## src/rtl/mixer_pump_sequencer.sv

```systemverilog
// Valve sequencer for one rotary mixer: fill through both inlets, peristaltic mix, drain.
// state | meaning: IDLE wait for command, FILL inlets open, PUMP ring pump stepping, DRAIN outlet open, DONE completion pulse
module mixer_pump_sequencer #(
  parameter int TICK_W = 16,
  parameter int CYC_W  = 12
) (
  input  logic              clk,
  input  logic              rst,
  input  logic              cmd_valid,
  output logic              cmd_ready,
  input  logic [TICK_W-1:0] cmd_fill_ticks,
  input  logic [TICK_W-1:0] cmd_step_ticks,
  input  logic [CYC_W-1:0]  cmd_cycles,
  input  logic [TICK_W-1:0] cmd_drain_ticks,
  input  logic              abort,
  output logic              valve_in_a,
  output logic              valve_in_b,
  output logic              valve_out,
  output logic [2:0]        pump_valve,
  output logic              busy,
  output logic              done,
  output logic              aborted
);

  typedef enum logic [2:0] {
    ST_IDLE,
    ST_FILL,
    ST_PUMP,
    ST_DRAIN,
    ST_DONE
  } state_t;

  state_t            state, state_n;
  logic [TICK_W-1:0] tick_cnt, tick_n;
  logic [2:0]        step_idx, step_n;
  logic [CYC_W-1:0]  rev_cnt, rev_n;
  logic [TICK_W-1:0] step_lat, step_lat_n;
  logic [TICK_W-1:0] drain_lat, drain_lat_n;
  logic [CYC_W-1:0]  cyc_lat, cyc_lat_n;

  logic              ready_n, in_a_n, in_b_n, out_n, busy_n, done_n, aborted_n;
  logic [2:0]        pump_n;

  // Tick counter counts down to zero, so a zero duration still lasts one cycle.
  function automatic logic [TICK_W-1:0] load_ticks(input logic [TICK_W-1:0] t);
    return (t == '0) ? '0 : t - TICK_W'(1);
  endfunction

  function automatic logic [2:0] pump_pattern(input logic [2:0] idx);
    case (idx)
      3'd0:    return 3'b110;
      3'd1:    return 3'b100;
      3'd2:    return 3'b101;
      3'd3:    return 3'b001;
      3'd4:    return 3'b011;
      3'd5:    return 3'b010;
      default: return 3'b111;
    endcase
  endfunction

  always_comb begin
    state_n     = state;
    tick_n      = tick_cnt;
    step_n      = step_idx;
    rev_n       = rev_cnt;
    step_lat_n  = step_lat;
    drain_lat_n = drain_lat;
    cyc_lat_n   = cyc_lat;
    aborted_n   = 1'b0;

    case (state)
      ST_IDLE: begin
        if (cmd_valid && cmd_ready) begin
          state_n     = ST_FILL;
          tick_n      = load_ticks(cmd_fill_ticks);
          step_lat_n  = cmd_step_ticks;
          drain_lat_n = cmd_drain_ticks;
          cyc_lat_n   = cmd_cycles;
        end
      end
      ST_FILL: begin
        if (abort) begin
          state_n   = ST_IDLE;
          aborted_n = 1'b1;
        end else if (tick_cnt != '0) begin
          tick_n = tick_cnt - TICK_W'(1);
        end else if (cyc_lat == '0) begin
          state_n = ST_DRAIN;
          tick_n  = load_ticks(drain_lat);
        end else begin
          state_n = ST_PUMP;
          tick_n  = load_ticks(step_lat);
          step_n  = 3'd0;
          rev_n   = '0;
        end
      end
      ST_PUMP: begin
        if (abort) begin
          state_n   = ST_IDLE;
          aborted_n = 1'b1;
        end else if (tick_cnt != '0) begin
          tick_n = tick_cnt - TICK_W'(1);
        end else if (step_idx != 3'd5) begin
          step_n = step_idx + 3'd1;
          tick_n = load_ticks(step_lat);
        end else if (rev_cnt == cyc_lat - CYC_W'(1)) begin
          state_n = ST_DRAIN;
          tick_n  = load_ticks(drain_lat);
        end else begin
          step_n = 3'd0;
          rev_n  = rev_cnt + CYC_W'(1);
          tick_n = load_ticks(step_lat);
        end
      end
      ST_DRAIN: begin
        if (abort) begin
          state_n   = ST_IDLE;
          aborted_n = 1'b1;
        end else if (tick_cnt != '0) begin
          tick_n = tick_cnt - TICK_W'(1);
        end else begin
          state_n = ST_DONE;
        end
      end
      ST_DONE: state_n = ST_IDLE;
      default: state_n = ST_IDLE;
    endcase

    // Outputs are decoded from the next state so the registers show the new phase immediately.
    ready_n = 1'b0;
    in_a_n  = 1'b1;
    in_b_n  = 1'b1;
    out_n   = 1'b1;
    pump_n  = 3'b111;
    busy_n  = (state_n != ST_IDLE);
    done_n  = (state_n == ST_DONE);
    case (state_n)
      ST_IDLE:  ready_n = 1'b1;
      ST_FILL: begin
        in_a_n = 1'b0;
        in_b_n = 1'b0;
        pump_n = 3'b000;
      end
      ST_PUMP:  pump_n = pump_pattern(step_n);
      ST_DRAIN: begin
        out_n  = 1'b0;
        pump_n = 3'b000;
      end
      default: ;
    endcase
  end

  always_ff @(posedge clk) begin
    if (rst) begin
      state      <= ST_IDLE;
      tick_cnt   <= '0;
      step_idx   <= 3'd0;
      rev_cnt    <= '0;
      step_lat   <= '0;
      drain_lat  <= '0;
      cyc_lat    <= '0;
      cmd_ready  <= 1'b0;
      valve_in_a <= 1'b1;
      valve_in_b <= 1'b1;
      valve_out  <= 1'b1;
      pump_valve <= 3'b111;
      busy       <= 1'b0;
      done       <= 1'b0;
      aborted    <= 1'b0;
    end else begin
      state      <= state_n;
      tick_cnt   <= tick_n;
      step_idx   <= step_n;
      rev_cnt    <= rev_n;
      step_lat   <= step_lat_n;
      drain_lat  <= drain_lat_n;
      cyc_lat    <= cyc_lat_n;
      cmd_ready  <= ready_n;
      valve_in_a <= in_a_n;
      valve_in_b <= in_b_n;
      valve_out  <= out_n;
      pump_valve <= pump_n;
      busy       <= busy_n;
      done       <= done_n;
      aborted    <= aborted_n;
    end
  end

endmodule

```

## config.mk

```make
export PLATFORM = sky130hd
export DESIGN_NAME = mixer_pump_sequencer
export DESIGN_NICKNAME = d
export VERILOG_FILES = /design/src/rtl/mixer_pump_sequencer.sv
export SDC_FILE = /design/constraint.sdc
export NUM_CORES = 1
export LEC_CHECK = 0
export CAP_MARGIN = 20
export CORE_MARGIN = 8
export CORE_UTILIZATION = 30
export CTS_BUF_LIST = sky130_fd_sc_hd__clkbuf_8
export CTS_CLUSTER_DIAMETER = 50
export DETAILED_ROUTE_END_ITERATION = 10
export SYNTH_ARGS = -nofsm -noshare
export SYNTH_HDL_FRONTEND = slang
export SYNTH_SLANG_ARGS = --single-unit
```

## constraint.sdc

```tcl
create_clock -name clk -period 8.4 [get_ports clk]
set_clock_uncertainty 0.2 [all_clocks]
set_input_delay 1.68 -clock clk [delete_from_list [all_inputs] [get_ports clk]]
set_output_delay 1.68 -clock clk [all_outputs]
set_load 0.05 [all_outputs]
```

==> results of run 1 <==
metal layers:
metal | vias up | global-route usage | wire, µm
met5 | - | 0 | 0
met4 | 0 | 0.0462 | 228
met3 | 17 | 0.0295 | 939
met2 | 147 | 0.192 | 6450
met1 | 2470 | 0.199 | 8610
li1 | 2859 | - | -
area by class of cell:
| type | instances | area (µm²) |
|---|---|---|
| Clock buffer | 11 | 151 |
| Fill cell | 1998 | 11900 |
| Clock inverter | 5 | 80.1 |
| Multi-Input combinational cell | 636 | 3780 |
| Inverter | 16 | 60.1 |
| Sequential cell | 87 | 1740 |
| Timing Repair Buffer | 77 | 756 |
| Tap cell | 234 | 293 |
kinds of logic (layout without fill, tap and decap cells):
| logic type | after synthesis | after routing | share of synthesized area |
|---|---|---|---|
| simple gates | 363 | 363 | 0.302 |
| compound gates | 180 | 180 | 0.198 |
| flops | 87 | 87 | 0.302 |
| xor+xnor | 64 | 64 | 0.0973 |
| buf+inv | 62 | 109 | 0.0430 |
| mux | 20 | 20 | 0.0374 |
| fa+ha+maj | 9 | 9 | 0.0191 |
cells in the mapped netlist (7+ instances only):
master | count | area, µm²
clkbuf_1 | 40 | 150
dfxtp_1 | 87 | 1740
nor2_1 | 87 | 327
mux2i_1 | 11 | 110
nand3_1 | 10 | 50.1
or3_1 | 13 | 81.3
a21oi_1 | 75 | 375
xor2_1 | 31 | 272
nor3_1 | 46 | 230
or4_1 | 12 | 90.1
xnor2_1 | 33 | 289
nor3b_1 | 7 | 52.6
nand4_1 | 9 | 56.3
a22oi_1 | 8 | 60.1
mux2_2 | 8 | 90.1
o21ai_0 | 30 | 150
nand2_1 | 131 | 492
inv_1 | 16 | 60.1
ha_1 | 8 | 100
a211oi_1 | 8 | 60.1
a31oi_1 | 7 | 43.8
nand2b_1 | 7 | 43.8
nor4_1 | 10 | 62.6
critical path, delay by kind of cell:
| kind | cells | cell delay [ns] |
|---|---|---|
| buffers and inverters | 1 | 0.46 |
| AND/OR/NAND/NOR | 6 | 1.47 |
| AO/OA/AOI/OAI | 2 | 0.64 |
how the worst min path moves through the flow:
stage / from / to / depth (start not counted)
after CTS: cyc_lat[8]$_SDFFE_PP0P_ / cyc_lat[8]$_SDFFE_PP0P_ / 2
final: cyc_lat[8]$_SDFFE_PP0P_ / cyc_lat[8]$_SDFFE_PP0P_ / 2
after detailed placement: cyc_lat[8]$_SDFFE_PP0P_ / cyc_lat[8]$_SDFFE_PP0P_ / 2
after global placement: cyc_lat[8]$_SDFFE_PP0P_ / cyc_lat[8]$_SDFFE_PP0P_ / 2
after global routing: cyc_lat[8]$_SDFFE_PP0P_ / cyc_lat[8]$_SDFFE_PP0P_ / 2
after floorplan: cyc_lat[8]$_SDFFE_PP0P_ / cyc_lat[8]$_SDFFE_PP0P_ / 2
stage by stage:
stage | std cells | cell area [µm²] | util
after floorplan | 785 | 5760 | -
after global placement | 1050 | 6630 | 0.353
after detailed placement | 1050 | 6630 | 0.353
after CTS | 1066 | 6870 | 0.366
after global routing | 1066 | 6870 | 0.366
final | 1066 | 6870 | 0.366
flip-flops by register name, indices dropped and copies added (netlist names):
name	count
pump_valve	3
cmd_ready	1
step_idx	3
tick_cnt	16
valve_out	1
cyc_lat	12
aborted	1
state	3
step_lat	16
valve_in_b	1
drain_lat	16
done	1
busy	1
rev_cnt	12
power breakdown:
group | internal, µW | switching, µW | total [µW]
clock network | 183 | 160 | 343
registers | 434 | 25.0 | 459
logic | 156 | 225 | 380
total | 773 | 409 | 1180
==> metrics, run 1 <==
critical path startpoint category input port; drt first pass iters 5; # Max-Cap Violations 0; # IOs 74; Congestion Overflow GR 0; Critical R2R Capture pump_valve[2]$_SDFF_PP1_; CTS buffer count 9; status finished, final reports clean; initial drt markers 424; syn_nets 857; htree depth 3; Via Count 5493; CTS tree built; routability cong. 0.853; Distinct cells, synth 71; IO buf count 73; Syn Area/Cell 7.34 µm²; Rel. slew slack 0.301; ANT nets after route 0; most frequent cells in the layout 131 x nand2_1, 87 x dfxtp_1, 86 x nor2_1; synth warn 0; share of layout cells above drive strength 1 0.0601; Post-synth top flop dfxtp_1; crit path DAT 4.27 ns; largest net degree at the start of global routing 75; Final WS setup 4.17 ns; crit path time final 4.23 ns; Worst-path clk slew 0.09 ns; Worst Path Max Fanout 8; slowest CP cell or4_1; RSZ-0062 raised after global routing no; slowest cell delay on critical path 0.57 ns; clk_lat worst skew 0.38 ns; Total GRT Usage 0.136; Starting Density 0.307; R2R setup slack 4.36 ns; Post-synth ARST share 0; Mapped Cells 785; Period Utilization, post-route 0.504; Rows 50; number of global-route vias before repair 5086; most common cell after layout, fill and taps aside nand2_1; Worst VDD drop 0.0714 mV; DIE AREA 23900 µm²; Leak Pwr 0.00246 µW; # setup viols final 0; WL per Instance 15.2 µm; DRC Markers 0; Worst Setup End Kind flop; CTS Root Buffer Type clkbuf_8; Yosys reg bits 87; initial antenna violation count 0; layout overhead on the synthesized area 19.2%; Slew Limit Fails 0; mapped cell area 5760 µm²; first-pass GRT wire length 26700 µm; Sink Count 87; post_cts resized 0; wirelength, routed 16200 µm; critical path type in2reg; count of final hold-check violations 0; EDFF count, synth 0; total power 1180 µW; Worst-Margin Slew 1.04 ns; worst reg2reg path depth 11; worst slack, placed 3.82 ns; chip width 155 µm; Nets 899; proportion of synthesized chip area in sequential cells 0.302; Die Y 155 µm; Core Region 18800 µm²; Top cell by count, worst path nor3_1; crit-path cells clkdlybuf4s50_1 > or4_1 > nor3_1 > nand3_1 > nor3_1 > nor2_1 > a221o_1 > a221oi_1 > nor3_1; Pwr Density 172 nW/µm²; CTS Buffer Depth 2; Worst Hold Class reg2reg; Worst EP required 8.44 ns; Hold Buf Count CTS 0; hold_ws 0.274 ns; Worst R2R Start cyc_lat[0]$_SDFFE_PP0P_; via/cell ratio 5.15; # diodes 0; Detail Placement HPWL 12100 µm; Worst Setup SP cmd_fill_ticks[3]; Setup crit end tick_cnt[6]$_SDFFE_PP0P_; Max Freq 236 MHz; Post-CTS Setup Bufs 0; TNS Setup 0 ns
Note: power is estimated with default switching activity, not from simulation.
==> run 2: changes to the inputs <==
clock period = 4 ns   (was 8.4 ns; I/O delays follow)
==> run 2 against run 1 <==
  * Utilization rose by 0.69 points
  * Global-route usage rose by 0.30 points
  * Total power grew 110%
  * Count of clock-buffer cells in the layout up 2
  * Worst hold slack improved by 0.0083 ns
  * Via count grew 2.0%
  * Die area stayed put
==> metrics, run 2 (synthesized netlist as in run 1, its figures left out) <==
status finished, final reports clean; # diodes 0 (unchanged); Starting Density 0.307 (unchanged); DRC Markers 0 (unchanged); Rows 50 (unchanged); share of layout cells above drive strength 1 0.0767 (+0.0166); slowest cell delay on critical path 0.46 ns (-0.11 ns); largest registers drain_lat x16, step_lat x16, tick_cnt x16; Worst Setup End Kind flop; critical path type reg2reg; most frequent cells in the layout 131 x nand2_1, 87 x dfxtp_1, 86 x nor2_1; Worst Hold Class reg2reg; Via Count 5605 (+2.0%); initial drt markers 408 (-3.8%); M3 GR Usage 0.0270 (-0.00251); drt first pass iters 7 (+2); most common cell after layout, fill and taps aside nand2_1; Die Y 155 µm (unchanged); TNS Setup 0 ns (unchanged); met1 usage 0.201 (+0.00186); Period Utilization, post-route 0.930; Int Pwr 1670 µW (+120%); slowest CP cell or4_4; number of global-route vias before repair 5373 (+5.6%); Rel. slew slack 0.481 (+0.180); IO buf count 73 (unchanged); htree depth 3 (unchanged); # Max-Cap Violations 0 (unchanged); first-pass GRT wire length 27600 µm (+3.2%); crit-path cells inv_1 > ha_1 > nor4b_2 > xnor2_1 > or4_4 > a211oi_2 > nand4_2 > nor4b_1 > or3_4 > mux2_4 > a21oi_2; CTS Root Buffer Type clkbuf_8; hold_ws 0.282 ns (+0.00834 ns); via/cell ratio 5.19 (+0.62%); clk_lat worst skew 0.37 ns (about the same); Fillers 2020 (+1.1%); Worst VDD drop 0.154 mV (+120%); crit path time final 3.72 ns; gr busiest metal met2; initial antenna violation count 0 (unchanged); Pwr Density 361 nW/µm² (+110%); routability cong. 0.861 (+0.90%); wirelength, routed 16600 µm (+2.4%); layout overhead on the synthesized area 21.5%; DIE AREA 23900 µm² (unchanged); ANT nets after route 0 (unchanged); count of final hold-check violations 0 (unchanged); CP bufs+invs 1 (unchanged); # setup viols final 0 (unchanged); CTS Buffer Depth 2 (unchanged); largest delay contributor family on the critical path simple AND/OR/NAND/NOR gates; # IOs 74 (unchanged); Multi-input gate area 3790 µm² (+0.13%); Worst-path clk slew 0.09 ns (about the same); Logic pwr share 0.327 (+0.005); Seq pwr share 0.382 (-0.006); chip width 155 µm (unchanged); Worst Path Max Fanout 10 (+2); Nets 914 (+1.7%); Total GRT Usage 0.140 (+0.00304); Detail Placement HPWL 12500 µm (+3.0%); CTS buffer count 9 (unchanged); crit path DAT 3.84 ns (-0.43 ns); Worst EP required 4.12 ns (-4.32 ns); Worst-Margin Slew 0.779 ns (-0.265 ns); Sw Ratio 0.337 (-0.00908); WL per Instance 15.4 µm (+0.98%); Core Region 18800 µm² (unchanged); Seq. cell area 1740 µm² (unchanged); Max Freq 269 MHz; Post-CTS Setup Bufs 0 (unchanged); Congestion Overflow GR 0 (unchanged); CTS tree built; clock group share of total power 0.291 (about the same); Sw Pwr 852 µW (+110%); met2 usage 0.202 (+0.0101); RSZ-0062 raised after global routing no; largest net degree at the start of global routing 74 (-1.3%); Leak Pwr 0.00255 µW (+3.5%); Sink Count 87 (unchanged); Slew Limit Fails 0 (unchanged); critical path startpoint category flop
run 2: cell types whose count changed in the layout (fill, tap and decap cells not counted), sizes merged:
cell,previous run,this run
clkinv,1,0
clkbuf,11,13
buf,5,20
inv,16,17
clkinvlp,2,0
run 2: power groups by stage:
stage	Sequential [µW]	Combinational, µW	Clock (µW)
final	965	825	735
after global routing	972	918	786
after CTS	964	820	753
after detailed placement	985	814	0
after global placement	983	811	0
after floorplan	984	566	0
run 2: timing repair:
action                                  CTS  global route
endpoints found under the setup margin    0             1
endpoints found under the hold margin     0             0
hold buffers                              0             0
resized for setup                         0             1
run 2: layout make-up:
class                   instances  share of cell area
well taps                     234              0.0419
clock inverters                 3             0.00912
flip-flops and latches         87               0.249
multi-input cells             636               0.542
clock buffers                  13              0.0256
inverters                      16             0.00859
repair buffers                 92               0.124
run 2: path summary, 6_finish.rpt:
kind / from / end / slack [ns] / depth (start not counted)
setup / recovery: cyc_lat[0]$_SDFFE_PP0P_ / pump_valve[2]$_SDFF_PP1_ / 0.28 / 11
hold / removal: step_lat[10]$_SDFFE_PP0P_ / step_lat[10]$_SDFFE_PP0P_ / 0.28 / 2
setup reg to reg: cyc_lat[0]$_SDFFE_PP0P_ / pump_valve[2]$_SDFF_PP1_ / 0.28 / 11
hold reg to reg: step_lat[10]$_SDFFE_PP0P_ / step_lat[10]$_SDFFE_PP0P_ / 0.28 / 2
run 2: through the flow:
stage | worst slack [ns] | total power, µW | instances | utilization | cell area, µm²
after global routing | 0.0873 | 2680 | 1081 | 0.373 | 6990
final | 0.279 | 2530 | 1081 | 0.373 | 6990
after CTS | 0.249 | 2540 | 1081 | 0.372 | 6990
after global placement | 0.356 | 1790 | 1065 | 0.359 | 6750
after floorplan | 0.579 | 1550 | 785 | - | 5760
after detailed placement | 0.273 | 1800 | 1065 | 0.359 | 6750
run 2: routing by layer:
metal | wire length (µm) | vias up | part of all wire
li1 | - | 2910 | -
met1 | 8650 | 2543 | 0.52
met2 | 6850 | 141 | 0.41
met3 | 902 | 11 | 0.054
met4 | 218 | 0 | 0.013
met5 | 0 | - | 0
run 2: worst reg2reg max path, cell delays in order (launching register included):
cell	delay [ns]
dfxtp_1	0.37
inv_1	0.08
ha_1	0.31
nor4b_2	0.46
xnor2_1	0.13
or4_4	0.46
a211oi_2	0.32
nand4_2	0.27
nor4b_1	0.24
or3_4	0.40
mux2_4	0.31
a21oi_2	0.12
==> run 3: changes to the inputs <==
CORE_MARGIN = 2   (was 8)
==> run 3 against run 2 <==
  * Highest routed layer unchanged
  * Register-to-register slack barely moved
  * Via count fell by 0.46%
  * Critical path type unchanged
  * Sequential cell count did not move
  * Largest power group unchanged
  * Worst hold slack got worse by 0.012 ns
==> metrics, run 3 (synthesized netlist as in run 1, its figures left out) <==
status finished, final reports clean; HP Start cyc_lat[8]$_SDFFE_PP0P_; Post-CTS Setup Bufs 0 (unchanged); largest registers drain_lat x16, step_lat x16, tick_cnt x16; Slew Limit Fails 0 (unchanged); CTS buffer count 9 (unchanged); crit path DAT 3.77 ns (-0.07 ns); chip width 143 µm (-7.8%); Seq pwr share 0.381 (about the same); worst reg2reg path depth 8 (-3); via/cell ratio 5.16 (-0.56%); R2R setup slack 0.29 ns (about the same); Hold Buf Count CTS 0 (unchanged); number of global-route vias before repair 5223 (-2.8%); Worst Hold Path EP cyc_lat[8]$_SDFFE_PP0P_; routability cong. 0.853 (-0.86%); CTS tree built; largest net degree at the start of global routing 74 (unchanged); Pwr Density 361 nW/µm² (about the same); TNS Setup 0 ns (unchanged); IO buf count 73 (unchanged); Worst EP required 4.06 ns (-0.06 ns); post_cts resized 0 (unchanged); # setup viols final 0 (unchanged); wirelength, routed 16000 µm (-3.6%); drt first pass iters 5 (-2); Period Utilization, post-route 0.927 (-0.00299); count of final hold-check violations 0 (unchanged); RSZ-0062 raised after global routing no; Rows 50 (unchanged); crit path time final 3.71 ns (-0.0120 ns); # diodes 0 (unchanged); Worst R2R Start tick_cnt[7]$_SDFFE_PP0P_; Critical R2R Capture rev_cnt[5]$_SDFFE_PP0P_; crit-path cells or4_1 > or4_1 > nor4_1 > nand3_1 > a31oi_1 > nand4_1 > xor2_1 > nor2_1; most common cell after layout, fill and taps aside nand2_1; Core Region 18800 µm² (unchanged); total power 2530 µW (+0.14%); # IOs 74 (unchanged); Detail Placement HPWL 12200 µm (-2.7%); Nets 917 (+0.33%); DRC Markers 0 (unchanged); initial drt markers 297 (-27%); clk_lat worst skew 0.38 ns (about the same); Worst Setup End Kind flop; hold path depth 2 (unchanged); first-pass GRT wire length 26700 µm (-3.2%); htree depth 3 (unchanged); WL per Instance 14.8 µm (-3.6%); most frequent cells in the layout 131 x nand2_1, 87 x dfxtp_1, 86 x nor2_1; Worst-path clk slew 0.09 ns (about the same); Congestion Overflow GR 0 (unchanged); critical path depth 8 (-3); Top cell by count, worst path or4_1; DIE AREA 20300 µm² (-15%); Worst Hold Class reg2reg; Starting Density 0.307 (unchanged); share of layout cells above drive strength 1 0.0778 (+0.00109); Total GRT Usage 0.163 (+0.0230); Fillers 2006 (-0.69%); layout overhead on the synthesized area 21.6%; Logic pwr share 0.326 (about the same); Sw Ratio 0.335 (-0.00189); ANT nets after route 0 (unchanged); Sw Pwr 848 µW (-0.42%); slowest CP cell a31oi_1; Worst Path Max Fanout 12 (+2); Rel. slew slack 0.286 (-0.194); CTS Buffer Depth 2 (unchanged); Worst VDD drop 0.186 mV (+21%); hold_ws 0.270 ns (-0.0119 ns); CP bufs+invs 0 (-1); clock group share of total power 0.293 (+0.002); critical path type reg2reg; Max Freq 270 MHz (+0.32%); Die Y 143 µm (-7.8%); Worst-Margin Slew 1.07 ns (+0.287 ns); critical path startpoint category flop; Via Count 5579 (-0.46%); # Max-Cap Violations 0 (unchanged); Leak Pwr 0.00256 µW (+0.23%); CTS Root Buffer Type clkbuf_8; Sink Count 87 (unchanged); initial antenna violation count 0 (unchanged); largest delay contributor family on the critical path simple AND/OR/NAND/NOR gates; slowest cell delay on critical path 0.81 ns (+0.35 ns); Int Pwr 1680 µW (+0.43%)
==> run 3: cell count changes in the layout (fill, tap and decap cells not counted), sizes merged <==
cell / change
clkbuf: -3
buf: +3
clkinv: +1
inv: -1
bufinv: +1
==> run 3: power by group through the flow <==
stage               Clock [µW]  Combinational [µW]  Sequential (µW)
floorplan                    0                 566              984
global placement             0                 814              982
detailed placement           0                 816              984
CTS                        759                 821              963
global route               787                 919              972
finish                     742                 823              964
==> run 3: layout make-up <==
class                   count  area [µm²]  share of cell area
well taps                 234         293              0.0418
repair buffers             95         891               0.127
clock buffers              10         138              0.0197
multi-input cells         636        3780               0.540
flip-flops and latches     87        1740               0.249
inverters                  16        60.1             0.00858
clock inverters             4        95.1              0.0136
==> run 3: stage by stage <==
| stage | instance area [µm²] | std cells | util | worst slack, ns |
|---|---|---|---|---|
| floorplan | 5760 | 785 | - | 0.579 |
| global placement | 6770 | 1068 | 0.361 | 0.329 |
| detailed placement | 6770 | 1068 | 0.361 | 0.289 |
| CTS | 7000 | 1082 | 0.373 | 0.330 |
| global route | 7000 | 1082 | 0.373 | 0.0368 |
| finish | 7000 | 1082 | 0.373 | 0.291 |
==> run 3: worst max path at each step <==
stage,start,to
finish,tick_cnt[7]$_SDFFE_PP0P_,rev_cnt[5]$_SDFFE_PP0P_
global placement,tick_cnt[7]$_SDFFE_PP0P_,rev_cnt[6]$_SDFFE_PP0P_
global route,cyc_lat[0]$_SDFFE_PP0P_,tick_cnt[6]$_SDFFE_PP0P_
CTS,cyc_lat[0]$_SDFFE_PP0P_,tick_cnt[6]$_SDFFE_PP0P_
detailed placement,cmd_fill_ticks[3],tick_cnt[6]$_SDFFE_PP0P_
floorplan,cyc_lat[0]$_SDFFE_PP0P_,pump_valve[2]$_SDFF_PP1_
==> run 3: worst register-to-register path, stage by stage, from the launching register on <==
cell	delay [ns]
dfxtp_1	0.36
or4_1	0.57
or4_1	0.57
nor4_1	0.47
nand3_1	0.14
a31oi_1	0.81
nand4_1	0.24
xor2_1	0.19
nor2_1	0.05
==> run 3: per-layer routing <==
| metal | GRT usage | vias up | part of all wire | wire, µm |
|---|---|---|---|---|
| li1 | - | 2895 | - | - |
| met1 | 0.237 | 2529 | 0.52 | 8360 |
| met2 | 0.243 | 136 | 0.41 | 6610 |
| met3 | 0.0266 | 19 | 0.049 | 780 |
| met4 | 0.0537 | 0 | 0.017 | 274 |
| met5 | 0 | - | 0 | 0 |
